File: src/rtl/insn_queue.sv
// insn_queue: fetch-to-decode {pc, insn} FIFO with a valid/ready handshake on both sides.
// Optional same-cycle enq->deq bypass when empty: define INSN_QUEUE_BYPASS_EN.
module insn_queue #(
  parameter int AWIDTH = 32,
  parameter int DWIDTH = 32,
  parameter int DEPTH  = 4
) (
  input  logic                     clk,
  input  logic                     rst,
  input  logic                     flush_i,
  input  logic                     enq_valid_i,
  input  logic [AWIDTH-1:0]        enq_pc_i,
  input  logic [DWIDTH-1:0]        enq_insn_i,
  output logic                     enq_ready_o,
  output logic                     deq_valid_o,
  output logic [AWIDTH-1:0]        deq_pc_o,
  output logic [DWIDTH-1:0]        deq_insn_o,
  input  logic                     deq_ready_i,
  output logic [$clog2(DEPTH):0]   count_o
);

  localparam int PW = $clog2(DEPTH) + 1;

  if (DEPTH < 2 || (DEPTH & (DEPTH - 1)) != 0) begin : g_bad_depth
    $error("insn_queue: DEPTH must be a power of 2 and >= 2");
  end

  logic [AWIDTH-1:0] pc_mem   [DEPTH];
  logic [DWIDTH-1:0] insn_mem [DEPTH];

  logic [PW-1:0] rd_ptr;
  logic [PW-1:0] wr_ptr;
  logic          empty;
  logic          full;
  logic          push;
  logic          pop;

  assign empty = (rd_ptr == wr_ptr);
  assign full  = (rd_ptr[PW-2:0] == wr_ptr[PW-2:0]) &&
                 (rd_ptr[PW-1] != wr_ptr[PW-1]);

  assign enq_ready_o = ~full;
  assign count_o     = wr_ptr - rd_ptr;

  // Pops only ever drain stored entries; a bypassed entry never touches the pointers.
  assign pop = ~empty & deq_ready_i & ~flush_i;

`ifdef INSN_QUEUE_BYPASS_EN
  logic byp;

  assign byp  = empty & enq_valid_i & ~flush_i;
  assign push = enq_valid_i & ~full & ~flush_i & ~(byp & deq_ready_i);

  always_comb begin
    deq_valid_o = 1'b0;
    deq_pc_o    = '0;
    deq_insn_o  = '0;
    if (!empty) begin
      deq_valid_o = 1'b1;
      deq_pc_o    = pc_mem[rd_ptr[PW-2:0]];
      deq_insn_o  = insn_mem[rd_ptr[PW-2:0]];
    end else if (byp) begin
      deq_valid_o = 1'b1;
      deq_pc_o    = enq_pc_i;
      deq_insn_o  = enq_insn_i;
    end
  end
`else
  assign push = enq_valid_i & ~full & ~flush_i;

  always_comb begin
    deq_valid_o = 1'b0;
    deq_pc_o    = '0;
    deq_insn_o  = '0;
    if (!empty) begin
      deq_valid_o = 1'b1;
      deq_pc_o    = pc_mem[rd_ptr[PW-2:0]];
      deq_insn_o  = insn_mem[rd_ptr[PW-2:0]];
    end
  end
`endif

  always_ff @(posedge clk) begin
    if (push) begin
      pc_mem[wr_ptr[PW-2:0]]   <= enq_pc_i;
      insn_mem[wr_ptr[PW-2:0]] <= enq_insn_i;
    end
  end

  always_ff @(posedge clk or negedge rst) begin
    if (!rst) begin
      rd_ptr <= '0;
      wr_ptr <= '0;
    end else if (flush_i) begin
      rd_ptr <= wr_ptr;
    end else begin
      if (push) wr_ptr <= wr_ptr + 1'b1;
      if (pop)  rd_ptr <= rd_ptr + 1'b1;
    end
  end

endmodule

File: config.mk
export PLATFORM = sky130hd
export DESIGN_NAME = insn_queue
export DESIGN_NICKNAME = d
export VERILOG_FILES = /design/src/rtl/insn_queue.sv
export SDC_FILE = /design/constraint.sdc
export NUM_CORES = 1
export LEC_CHECK = 0
export CAP_MARGIN = 10
export CELL_PAD_IN_SITES_DETAIL_PLACEMENT = 0
export CELL_PAD_IN_SITES_GLOBAL_PLACEMENT = 1
export CORE_MARGIN = 5
export CORE_UTILIZATION = 47
export DETAILED_ROUTE_END_ITERATION = 6
export MAX_ROUTING_LAYER = met4
export PLACE_DENSITY = 0.77
export RECOVER_POWER = 25
export SLEW_MARGIN = 20
export SYNTH_ARGS = -nofsm -noshare
export SYNTH_HDL_FRONTEND = slang
export SYNTH_SLANG_ARGS = --single-unit
File: constraint.sdc
create_clock -name clk -period 8 [get_ports clk]
set_clock_uncertainty 0.2 [all_clocks]
set_input_delay 0.8 -clock clk [delete_from_list [all_inputs] [get_ports clk]]
set_output_delay 0.8 -clock clk [all_outputs]
set_load 0.02 [all_outputs]
---- Word level (Yosys, flattened, before mapping) ----
Memory sizes are Yosys's and may differ from the RTL's.
Cells that the tools add are included.
word-level totals
  bits in registers ....................... 6
  memory bits (writable) .................. 256
  output and inout bits ................... 69
  word-level logic and storage cells ...... 27
  memories ................................ 2
memories
  memory    words  bits a word  read ports  clocked after Yosys merged registers in  write ports  RTL line  source
  insn_mem  4      32           1           0                                        1            29        logic [DWIDTH-1:0] insn_mem [DEPTH];
  pc_mem    4      32           1           0                                        1            28        logic [AWIDTH-1:0] pc_mem [DEPTH];
operators by class
  add/sub/neg operators ................... 3
  equality and inequality tests ........... 3
  muxes and demuxes ....................... 7
  bitwise gates (word level) .............. 7
  reductions and logical operators ........ 3
operators by type and width
  cell                 number
  $mux 32              2
  $add 3x1->3 const B  2
  $mux 3               2
  $and 1x1->1          4
  $eq 3x3->1           1
  $mux 1               3
  $not 1->1            3
  $sub 3x3->3          1
  $eq 2x2->1           1
  $reduce_and 2->1     1
  $reduce_bool 2->1    1
  $logic_and 1x1->1    1
  $ne 1x1->1           1

---- Depth between registers and ports, before layout ----
Gate-level depths: netlist of run 1.
  depth after elaboration ................. 7
  mapped depth ............................ 8
  mapped depth without buffers ............ 5

---- Least setup slack after synthesis of run 1 ----
Ideal clock, no wire load.
  path type ............................... reg-to-reg
  from .................................... reg rd_ptr[1]
  to ...................................... mem insn_mem[3][0] (enable)
  setup time .............................. 0.586 ns
  arrival time ............................ 6.134 ns
  required time ........................... 7.214 ns
  path slack .............................. 1.080 ns
  cell stages (with the launch flop) ...... 7
  cell sequence ........................... dfrtp_1 -> buf_2 -> inv_1 -> ha_1 -> and2_0 -> clkbuf_1 -> a211oi_1
between the ends
  word-level cells in the longest chain between the ends .. 7
ends and longest elaborated chain
  item                          RTL line  source
  start, declared               31        logic [PW-1:0] rd_ptr;
  start signal, assigned        95        rd_ptr <= wr_ptr;
  start signal, assigned        98        if (pop) rd_ptr <= rd_ptr + 1'b1;
  $eq 2x2->1                    39        assign full = (rd_ptr[PW-2:0] == wr_ptr[PW-2:0]) &&
  $logic_and 1x1->1             39
  $not 1->1                     69        assign push = enq_valid_i & ~full & ~flush_i;
  $and 1x1->1 (2 in series)     69
  $mux 1                        84        if (push) begin
  $mux 1 (implied by the code)  86        insn_mem[wr_ptr[PW-2:0]] <= enq_insn_i;
  end, declared                 29
No other way between the ends.

---- Worst setup path in the final report of run 1 ----
  from .................................... reg rd_ptr[1]
  to ...................................... out deq_pc_o[2]
between the ends
  word-level cells in the longest chain between the ends .. 2
ends and longest elaborated chain
  item                                        RTL line  source
  $mem_v2 4x32 or $eq 3x3->1 (tied branches)  n/a
  $mux 32 (*)                                 75        if (!empty) begin
  end, declared                               16        output logic [AWIDTH-1:0] deq_pc_o,
Every way passes the cells marked *; elsewhere a longest branch is shown, timed or not.

==> results of run 1 <==
-- where the power goes --
part | internal [W] | switching (W) | total [W] | leakage, nW
clock | 0.000806 | 0.000489 | 0.00129 | 0.457
sequential | 0.00170 | 0.000158 | 0.00186 | 2.39
combinational | 0.00105 | 0.00106 | 0.00210 | 1.31
total | 0.00355 | 0.00170 | 0.00526 | 4.16
-- logic make-up after synthesis --
logic type	after synthesis
muxes	65
and+or+nand+nor	84
adders and majority gates	8
buffers and inverters	31
xor gates and xnor gates	5
AOI/OAI and AO/OA	9
DFF	262
-- flip-flops by register name, summed over array words and instances (netlist names) --
signal	cells
rd_ptr	3
pc_mem	128
wr_ptr	3
insn_mem	128
-- worst paths after layout --
check / start / endpoint / slack (ps) / cells past startpoint
max in group asynchronous: rst / rd_ptr[1] / 6900 / 1
min in group asynchronous: rst / wr_ptr[2] / 420 / 1
worst max-delay path: rd_ptr[1] / deq_pc_o[2] / 2990 / 7
worst max register to register: rd_ptr[1] / insn_mem[2][12] / 4120 / 5
worst min-delay path: wr_ptr[2] / wr_ptr[2] / 400 / 1
worst min register to register: wr_ptr[2] / wr_ptr[2] / 400 / 1
-- layout make-up --
cell class	count	area [um2]
Fill cell	1527	8398
Tap cell	275	344.1
Antenna cell	1	2.502
Clock inverter	21	257.7
Clock buffer	27	675.6
Inverter	8	30.03
Sequential cell	262	7845
Timing Repair Buffer	140	1394
Multi-Input combinational cell	171	2207
-- layer usage --
metal,up-vias,global-route usage [%],part of all wire [%]
met2,136,26.74,51
met1,2515,21.08,41
met5,-,-,0
li1,2160,-,-
met4,0,3.236,1.3
met3,22,2.887,6.5
-- metrics by stage --
| stage | cells | cell area (um2) | hold slack [ps] | utilization, % | setup slack (ps) |
|---|---|---|---|---|---|
| final | 905 | 12760 | 397.9 | 60.30 | 2986 |
| after global routing | 905 | 12760 | 414.3 | 60.30 | 2623 |
| after CTS | 904 | 12750 | 327.5 | 60.29 | 2840 |
| after detailed placement | 856 | 11820 | 382.7 | 55.88 | 3381 |
| after global placement | 856 | 11820 | 364.3 | 55.88 | 3459 |
| after floorplan | 464 | 10160 | 304.4 | - | 1080 |
-- worst max-delay path, stage by stage (launching register included) --
cell and delay (ps):
dfrtp_4 1100, inv_1 150, ha_1 360, nand2_1 120, nor2_4 450, buf_4 570, nor2b_1 150, clkdlybuf4s50_1 580
-- layout by cell type (no fill, tap or decap), drive strengths merged, types with 2 or more instances in the layout --
cell	synthesis	layout
xor2	2	2
clkinv	0	13
clkbuf	5	27
buf	18	3
clkinvlp	0	2
xnor2	3	3
inv	8	8
nand2	4	4
ha	7	7
nor2b	66	66
dfrtp	6	6
edfxtp	256	256
clkdlybuf4s50	0	99
bufinv	0	6
a21oi	2	2
nand3	5	5
dlygate4sd3	0	38
nor2	3	3
mux4	64	64
and2	4	4
==> results.json, run 1 <==
{
  "fin_tns_setup_ps": 0,
  "synth_nets": 541,
  "syn_to_final_growth_pct": 25.49,
  "grt_usage_pct": 16.02,
  "max_cap_violations": 0,
  "drive_gt1_share_pct": 18.92,
  "antenna_found_initial": 1,
  "cts_buffers": 26,
  "required_ps": 7000,
  "ys_async_sr_fraction_pct": 2.290,
  "ir_worst_vdd_mv": 0.2457,
  "rsz0062_at_grt": "no",
  "wl_mm": 18.98,
  "cts_root_buf": "clkbuf_16",
  "fin_crit_sh_pct": 62.67,
  "row_count": 53,
  "slew_viol_final": 0,
  "cp-start-kind": "flop",
  "place_congestion": 0.7317,
  "hold_viol": 0,
  "synth_ff_type": "edfxtp_1",
  "clockBufferDepth": 3,
  "ys_seq_area_share_pct": 77.10,
  "fp.dieH_um": 157.1,
  "setup_violations": 0,
  "path_class": "reg -> out",
  "die_area_mm2": 0.02467,
  "status": "finished, final reports clean",
  "drc_errors": 0,
  "tightest_slew_ps": 1028,
  "nets": 686,
  "grt_pass1_vias": 5433,
  "endpoint_kind": "output pin",
  "cts_setup_buffers": 0,
  "yosys-top-cells-area": "edfxtp_1 (76%), mux4_2 (14%), nor2b_1 (4.1%)",
  "postSynthAreaPerCell_um2": 21.91,
  "slew_headroom_pct": 31.47,
  "synth_top_family_by_area": "multiplexers",
  "globalRoute.totalOverflow": 0,
  "core-area_mm2": 0.02115,
  "drt_iter0_drc": 206,
  "synth_edf_count": 256,
  "synthTopCellsByCount": "edfxtp_1 (256), nor2b_1 (66), mux4_2 (64)",
  "ios": 138,
  "synthXorXnorAreaFrac_pct": 0.5047,
  "synthCells": 464,
  "worstPathMaxFanout": 68,
  "drt-pass1-iter-count": 4,
  "clkTransAtPathRegs_ps": 70,
  "synth_seq_cells": 262,
  "yosysWarnings": 0,
  "synthDistinctLibCells": 30,
  "arrival_ps": 4010,
  "cts_tree": "built",
  "hp-class": "reg -> reg",
  "clock-sinks": 262,
  "synth_most_common_cell": "edfxtp_1",
  "synth_mux_area_share_pct": 14.29,
  "p_leak_nw": 4.158,
  "cts_resized": 0,
  "synth-compound-area-share_pct": 0.6401,
  "cts_hold_buf": 0,
  "hpwl_mm": 10.52,
  "grt_start_max_net_pins": 69,
  "ant_nets": 0,
  "p_total_w": 0.005256,
  "wl_per_cell_um": 20.98,
  "synth_area_mm2": 0.01016,
  "clk_latency_ps": 520,
  "die_w_um": 157.1,
  "route.vias.total": 4833,
  "htree_levels": 1,
  "synthAdderAreaFrac_pct": 1.059,
  "clock.fmax_ghz": 0.1995,
  "start_util_pct": 48.05,
  "fin_crit_ps": 5014,
  "p_per_area_mw_per_mm2": 412.1,
  "synthSimpleGateAreaFrac_pct": 4.948,
  "synthDominantCellAreaShare_pct": 75.63,
  "synth_largest_area_cell": "edfxtp_1",
  "vias_per_cell": 5.340,
  "port_buffers": 137,
  "grt_pass1_wl_mm": 29.67
}
Power figures use the tool's default switching activity.
==> inputs of run 2 (changes only) <==
--- a/config.mk
+++ b/config.mk
@@ -9,10 +9,10 @@
 export CELL_PAD_IN_SITES_DETAIL_PLACEMENT = 0
 export CELL_PAD_IN_SITES_GLOBAL_PLACEMENT = 1
 export CORE_MARGIN = 5
-export CORE_UTILIZATION = 47
+export CORE_UTILIZATION = 43
 export DETAILED_ROUTE_END_ITERATION = 6
 export MAX_ROUTING_LAYER = met4
-export PLACE_DENSITY = 0.77
+export PLACE_DENSITY = 0.74
 export RECOVER_POWER = 25
 export SLEW_MARGIN = 20
 export SYNTH_ARGS = -nofsm -noshare
==> constraint.sdc (replaced) <==
create_clock -name clk -period 4.5 [get_ports clk]
set_clock_uncertainty 0.2 [all_clocks]
set_input_delay 0.45 -clock clk [delete_from_list [all_inputs] [get_ports clk]]
set_output_delay 0.45 -clock clk [all_outputs]
set_load 0.02 [all_outputs]
==> run 2 against run 1 <==
Sequential cell count did not move. Power rose by 73%. Worst setup slack got worse by 2400 ps. Combinational power rose by 89%. First-iteration DRC count rose by 65%. Worst hold slack got worse by 300 ps. Register-to-register slack got worse by 3100 ps. Clock power rose by 53%. Largest cell class unchanged. Largest power group unchanged. Highest routed layer unchanged.
==> results.json, run 2 (synthesis gave the netlist of run 1 again) <==
{
  "drive_gt1_share_pct": 18.08,
  "hp-class": "in -> async",
  "slew_headroom_pct": 32.85,
  "endpoint_kind": "output pin",
  "fill_cells": 1861,
  "grt_start_max_net_pins": 68,
  "r2r_start": "rd_ptr[0]",
  "grt_usage_pct": 15.18,
  "wl_mm": 19.66,
  "die_area_mm2": 0.02681,
  "start_util_pct": 43.43,
  "worstPathMaxFanout": 29,
  "die_w_um": 163.8,
  "wl_per_cell_um": 20.53,
  "mostFrequentLayoutCells": "edfxtp_1 (256), clkdlybuf4s50_1 (98), nor2b_1 (66)",
  "ant_nets": 0,
  "clockBufferDepth": 3,
  "cts_root_buf": "clkbuf_16",
  "vias_per_cell": 5.080,
  "p_leak_nw": 4.132,
  "ios": 138,
  "arrival_ps": 3310,
  "row_count": 56,
  "cts_tree": "built",
  "setup_violations": 0,
  "max_cap_violations": 0,
  "cts_hold_buf": 0,
  "rsz0062_at_grt": "no",
  "grt_pass1_vias": 5350,
  "place_congestion": 0.7184,
  "mostFrequentLayoutCell": "edfxtp_1",
  "hpwl_mm": 12.14,
  "clock-sinks": 262,
  "hold_ws_ps": 95.28,
  "fin_crit_sh_pct": 88.05,
  "drt-pass1-iter-count": 4,
  "grt_pass1_wl_mm": 30.19,
  "p_total_w": 0.009111,
  "port_buffers": 137,
  "antenna_found_initial": 3,
  "status": "finished, final reports clean",
  "dp.cells": 908,
  "syn_to_final_growth_pct": 25.54,
  "slew_viol_final": 0,
  "path_class": "reg -> out",
  "cts_resized": 0,
  "drt_iter0_drc": 340,
  "core-area_mm2": 0.02340,
  "drc_errors": 0,
  "ir_worst_vdd_mv": 0.3733,
  "cts_buffers": 26,
  "tightest_slew_ps": 1007,
  "required_ps": 3850,
  "clkTransAtPathRegs_ps": 60,
  "clock.fmax_ghz": 0.2524,
  "route.vias.total": 4867,
  "nets": 694,
  "htree_levels": 1,
  "p_per_area_mw_per_mm2": 713.9,
  "fin_tns_setup_ps": 0,
  "startpoint": "rd_ptr[0]",
  "fin_crit_ps": 3962,
  "hold_viol": 0,
  "cp-start-kind": "flop",
  "fp.dieH_um": 163.8,
  "fin_cells": 958,
  "clk_latency_ps": 510,
  "globalRoute.totalOverflow": 0,
  "cts_setup_buffers": 0
}
-- run 2: metal layers --
metal | share of wire (%) | GRT usage (%) | vias to the layer above
li1 | - | - | 2177
met1 | 40 | 19.85 | 2495
met2 | 50 | 24.86 | 169
met3 | 7.7 | 3.212 | 26
met4 | 1.7 | 3.431 | 0
met5 | 0 | - | -
-- run 2: worst paths after layout --
path,to,slack (ps),cells after the start
worst max-delay path,deq_insn_o[20],540,6
worst min-delay path,rd_ptr[0],100,1
worst max register to register,insn_mem[1][25],1060,5
worst min register to register,wr_ptr[2],400,1
max in group asynchronous,rd_ptr[1],3680,1
min in group clk,insn_mem[0][19],370,1
-- run 2: per-stage QoR --
step	util (%)	instance area, um2	worst slack [ps]
floorplan	-	10180	713.6
CTS	54.50	12750	426.5
global placement	51.16	11970	1044
detailed placement	51.16	11970	980.3
finish	54.53	12760	537.6
global route	54.53	12760	284.4
-- run 2: cell type report --
cell class / instances / area, um2 / area share (%)
antenna: 3 / 7.507 / 0.05883
inverter: 8 / 30.03 / 0.2353
multi-input combinational: 171 / 2207 / 17.30
timing repair buffer: 148 / 1491 / 11.69
tap: 319 / 399.1 / 3.128
clock buffer: 35 / 705.7 / 5.530
sequential: 262 / 7845 / 61.48
clock inverter: 12 / 75.07 / 0.5883
-- run 2: critical path, cell delays in order, from the launching register on --
cell             delay (ps)
dfrtp_4                 700
ha_1                    450
nand2_1                 150
nor2_4                  520
buf_4                   330
nor2b_1                 100
clkdlybuf4s50_1         550
-- run 2: power breakdown --
group	internal [W]	switching (W)	total, W
Combinational	0.00192	0.00205	0.00397
Sequential	0.00302	0.000153	0.00317
Clock	0.00115	0.000826	0.00197
==> inputs of run 3 (changes only) <==
--- a/config.mk
+++ b/config.mk
@@ -9,10 +9,11 @@
 export CELL_PAD_IN_SITES_DETAIL_PLACEMENT = 0
 export CELL_PAD_IN_SITES_GLOBAL_PLACEMENT = 1
 export CORE_MARGIN = 5
-export CORE_UTILIZATION = 43
+export CORE_UTILIZATION = 47
 export DETAILED_ROUTE_END_ITERATION = 6
+export GPL_TIMING_DRIVEN = 1
 export MAX_ROUTING_LAYER = met4
-export PLACE_DENSITY = 0.74
+export PLACE_DENSITY = 0.77
 export RECOVER_POWER = 25
 export SLEW_MARGIN = 20
 export SYNTH_ARGS = -nofsm -noshare
==> constraint.sdc (replaced) <==
create_clock -name clk -period 3.7 [get_ports clk]
set_clock_uncertainty 0.2 [all_clocks]
set_input_delay 0.37 -clock clk [delete_from_list [all_inputs] [get_ports clk]]
set_output_delay 0.37 -clock clk [all_outputs]
set_load 0.02 [all_outputs]
==> run 3 against run 2 <==
First-iteration DRC count is 11% lower. Clock power grew 37%. Register-to-register slack got worse by 350 ps. Sequential power increased by 21%. Combinational power up 24%. Critical path type unchanged.
==> results.json, run 3 (synthesis gave the netlist of run 1 again) <==
{
  "worstPathMaxFanout": 26,
  "critPathMaxStageDelay_ps": 650,
  "cts_tree": "built",
  "drive_gt1_share_pct": 19.72,
  "grt_start_max_net_pins": 68,
  "hold_viol": 0,
  "wl_per_cell_um": 21.36,
  "place_congestion": 0.7194,
  "hp-class": "in -> reg",
  "cts_buffers": 28,
  "multi_input_area_mm2": 0.002207,
  "path_delay_family": "buffers and inverters",
  "fp.dieH_um": 157.1,
  "fin_cells": 924,
  "fin_tns_setup_ps": 0,
  "placed_area_mm2": 0.01199,
  "htree_levels": 1,
  "cp_cell_sequence": "inv_1 -> ha_1 -> nand2_1 -> nor2_4 -> buf_12 -> nor2b_1 -> clkdlybuf4s50_1",
  "ios": 138,
  "clockBufferDepth": 3,
  "status": "finished, final reports clean",
  "nets": 701,
  "rrSetupSlack_ps": 710,
  "vias_per_cell": 5.301,
  "dp.cells": 867,
  "ir_worst_vdd_mv": 0.5283,
  "slew_headroom_pct": 62.97,
  "route.vias.total": 4898,
  "grt_pass1_vias": 5327,
  "drt-pass1-iter-count": 4,
  "p_sw_share_pct": 33.16,
  "endpoint_kind": "output pin",
  "clkTransAtPathRegs_ps": 60,
  "p_leak_nw": 4.229,
  "fill_cells": 1490,
  "die_area_mm2": 0.02467,
  "clock.fmax_ghz": 0.2857,
  "globalRoute.totalOverflow": 0,
  "antenna_found_initial": 4,
  "p_per_area_mw_per_mm2": 886.1,
  "seqCellArea_mm2": 0.007845,
  "start_util_pct": 48.05,
  "fin_ws_ps": 200.1,
  "cts_root_buf": "clkbuf_16",
  "cpMaxStageDelayCell": "clkdlybuf4s50_1",
  "mostFrequentLayoutCells": "edfxtp_1 (256), clkdlybuf4s50_1 (98), nor2b_1 (66)",
  "row_count": 53,
  "mostFrequentLayoutCell": "edfxtp_1",
  "max_cap_violations": 0,
  "drc_errors": 0,
  "arrival_ps": 2930,
  "clock_power_share_pct": 23.6,
  "core-area_mm2": 0.02115,
  "drt_iter0_drc": 303,
  "ant_nets": 0,
  "tightest_slew_ps": 555.5,
  "fin_crit_sh_pct": 94.59,
  "grt_pass1_wl_mm": 30.43,
  "wl_mm": 19.74,
  "port_buffers": 137,
  "clock-sinks": 262,
  "syn_to_final_growth_pct": 27.23,
  "place_ws_ps": 592.0,
  "cp-start-kind": "flop",
  "power_frac_seq_pct": 33.3,
  "fin_crit_ps": 3500,
  "clk_latency_ps": 540,
  "setup_violations": 0,
  "p_int_w": 0.007659,
  "slew_viol_final": 0,
  "die_w_um": 157.1,
  "design_area_mm2": 0.01293,
  "required_ps": 3130,
  "combPwrFrac_pct": 43.1,
  "final_util_pct": 61.13,
  "switchingPower_w": 0.003800,
  "path_class": "reg -> out",
  "path_buf_inv": 3,
  "grt_usage_pct": 16.58,
  "hpwl_mm": 12.05,
  "rsz0062_at_grt": "no"
}
run 3: final cells by class:
cell class	count	share of cell area (%)
Sequential cell	262	60.66
Multi-Input combinational cell	171	17.07
Timing Repair Buffer	153	12.26
Clock buffer	31	5.505
Tap cell	275	2.661
Clock inverter	19	1.519
Inverter	8	0.2322
Antenna cell	5	0.09675
run 3: path summary, 6_finish.rpt:
check,from,endpoint,cells after the start
min in group asynchronous,rst,wr_ptr[1],2
hold reg to reg,wr_ptr[2],wr_ptr[2],1
setup / recovery,rd_ptr[1],deq_insn_o[17],7
setup reg to reg,rd_ptr[1],pc_mem[0][6],6
hold / removal,enq_insn_i[31],insn_mem[2][31],1
max in group asynchronous,rst,rd_ptr[1],2
run 3: power groups by stage:
stage	logic [W]	registers [W]	clock network [W]
CTS	0.00505	0.00382	0.00276
detailed placement	0.00503	0.00388	0
floorplan	0.00290	0.00381	0
global route	0.00529	0.00385	0.00289
global placement	0.00503	0.00386	0
finish	0.00494	0.00382	0.00270
run 3: metrics by stage:
step,total power (W),hold WS (ps)
after floorplan,0.006713,-125.6
after global placement,0.008881,369.5
after detailed placement,0.008914,380.4
after CTS,0.01164,231.8
after global routing,0.01203,286.5
final,0.01146,279.9
run 3: what timing repair did:
| action | in CTS | in global routing |
|---|---|---|
| gates resized for setup | 0 | 1 |
| hold endpoints to repair | 6 | 0 |
| hold buffers | 1 | 0 |
| buffers inserted | 0 | 1 |
| endpoints found under the setup margin | 0 | 52 |
run 3: metal layers:
metal  vias up  global-route usage, %  part of all wire, %
met4         0                  3.851                  1.7
met5         -                      -                    0
met1      2560                  21.11                   41
met3        25                  3.217                  4.8
li1       2197                      -                    -
met2       116                  28.00                   52
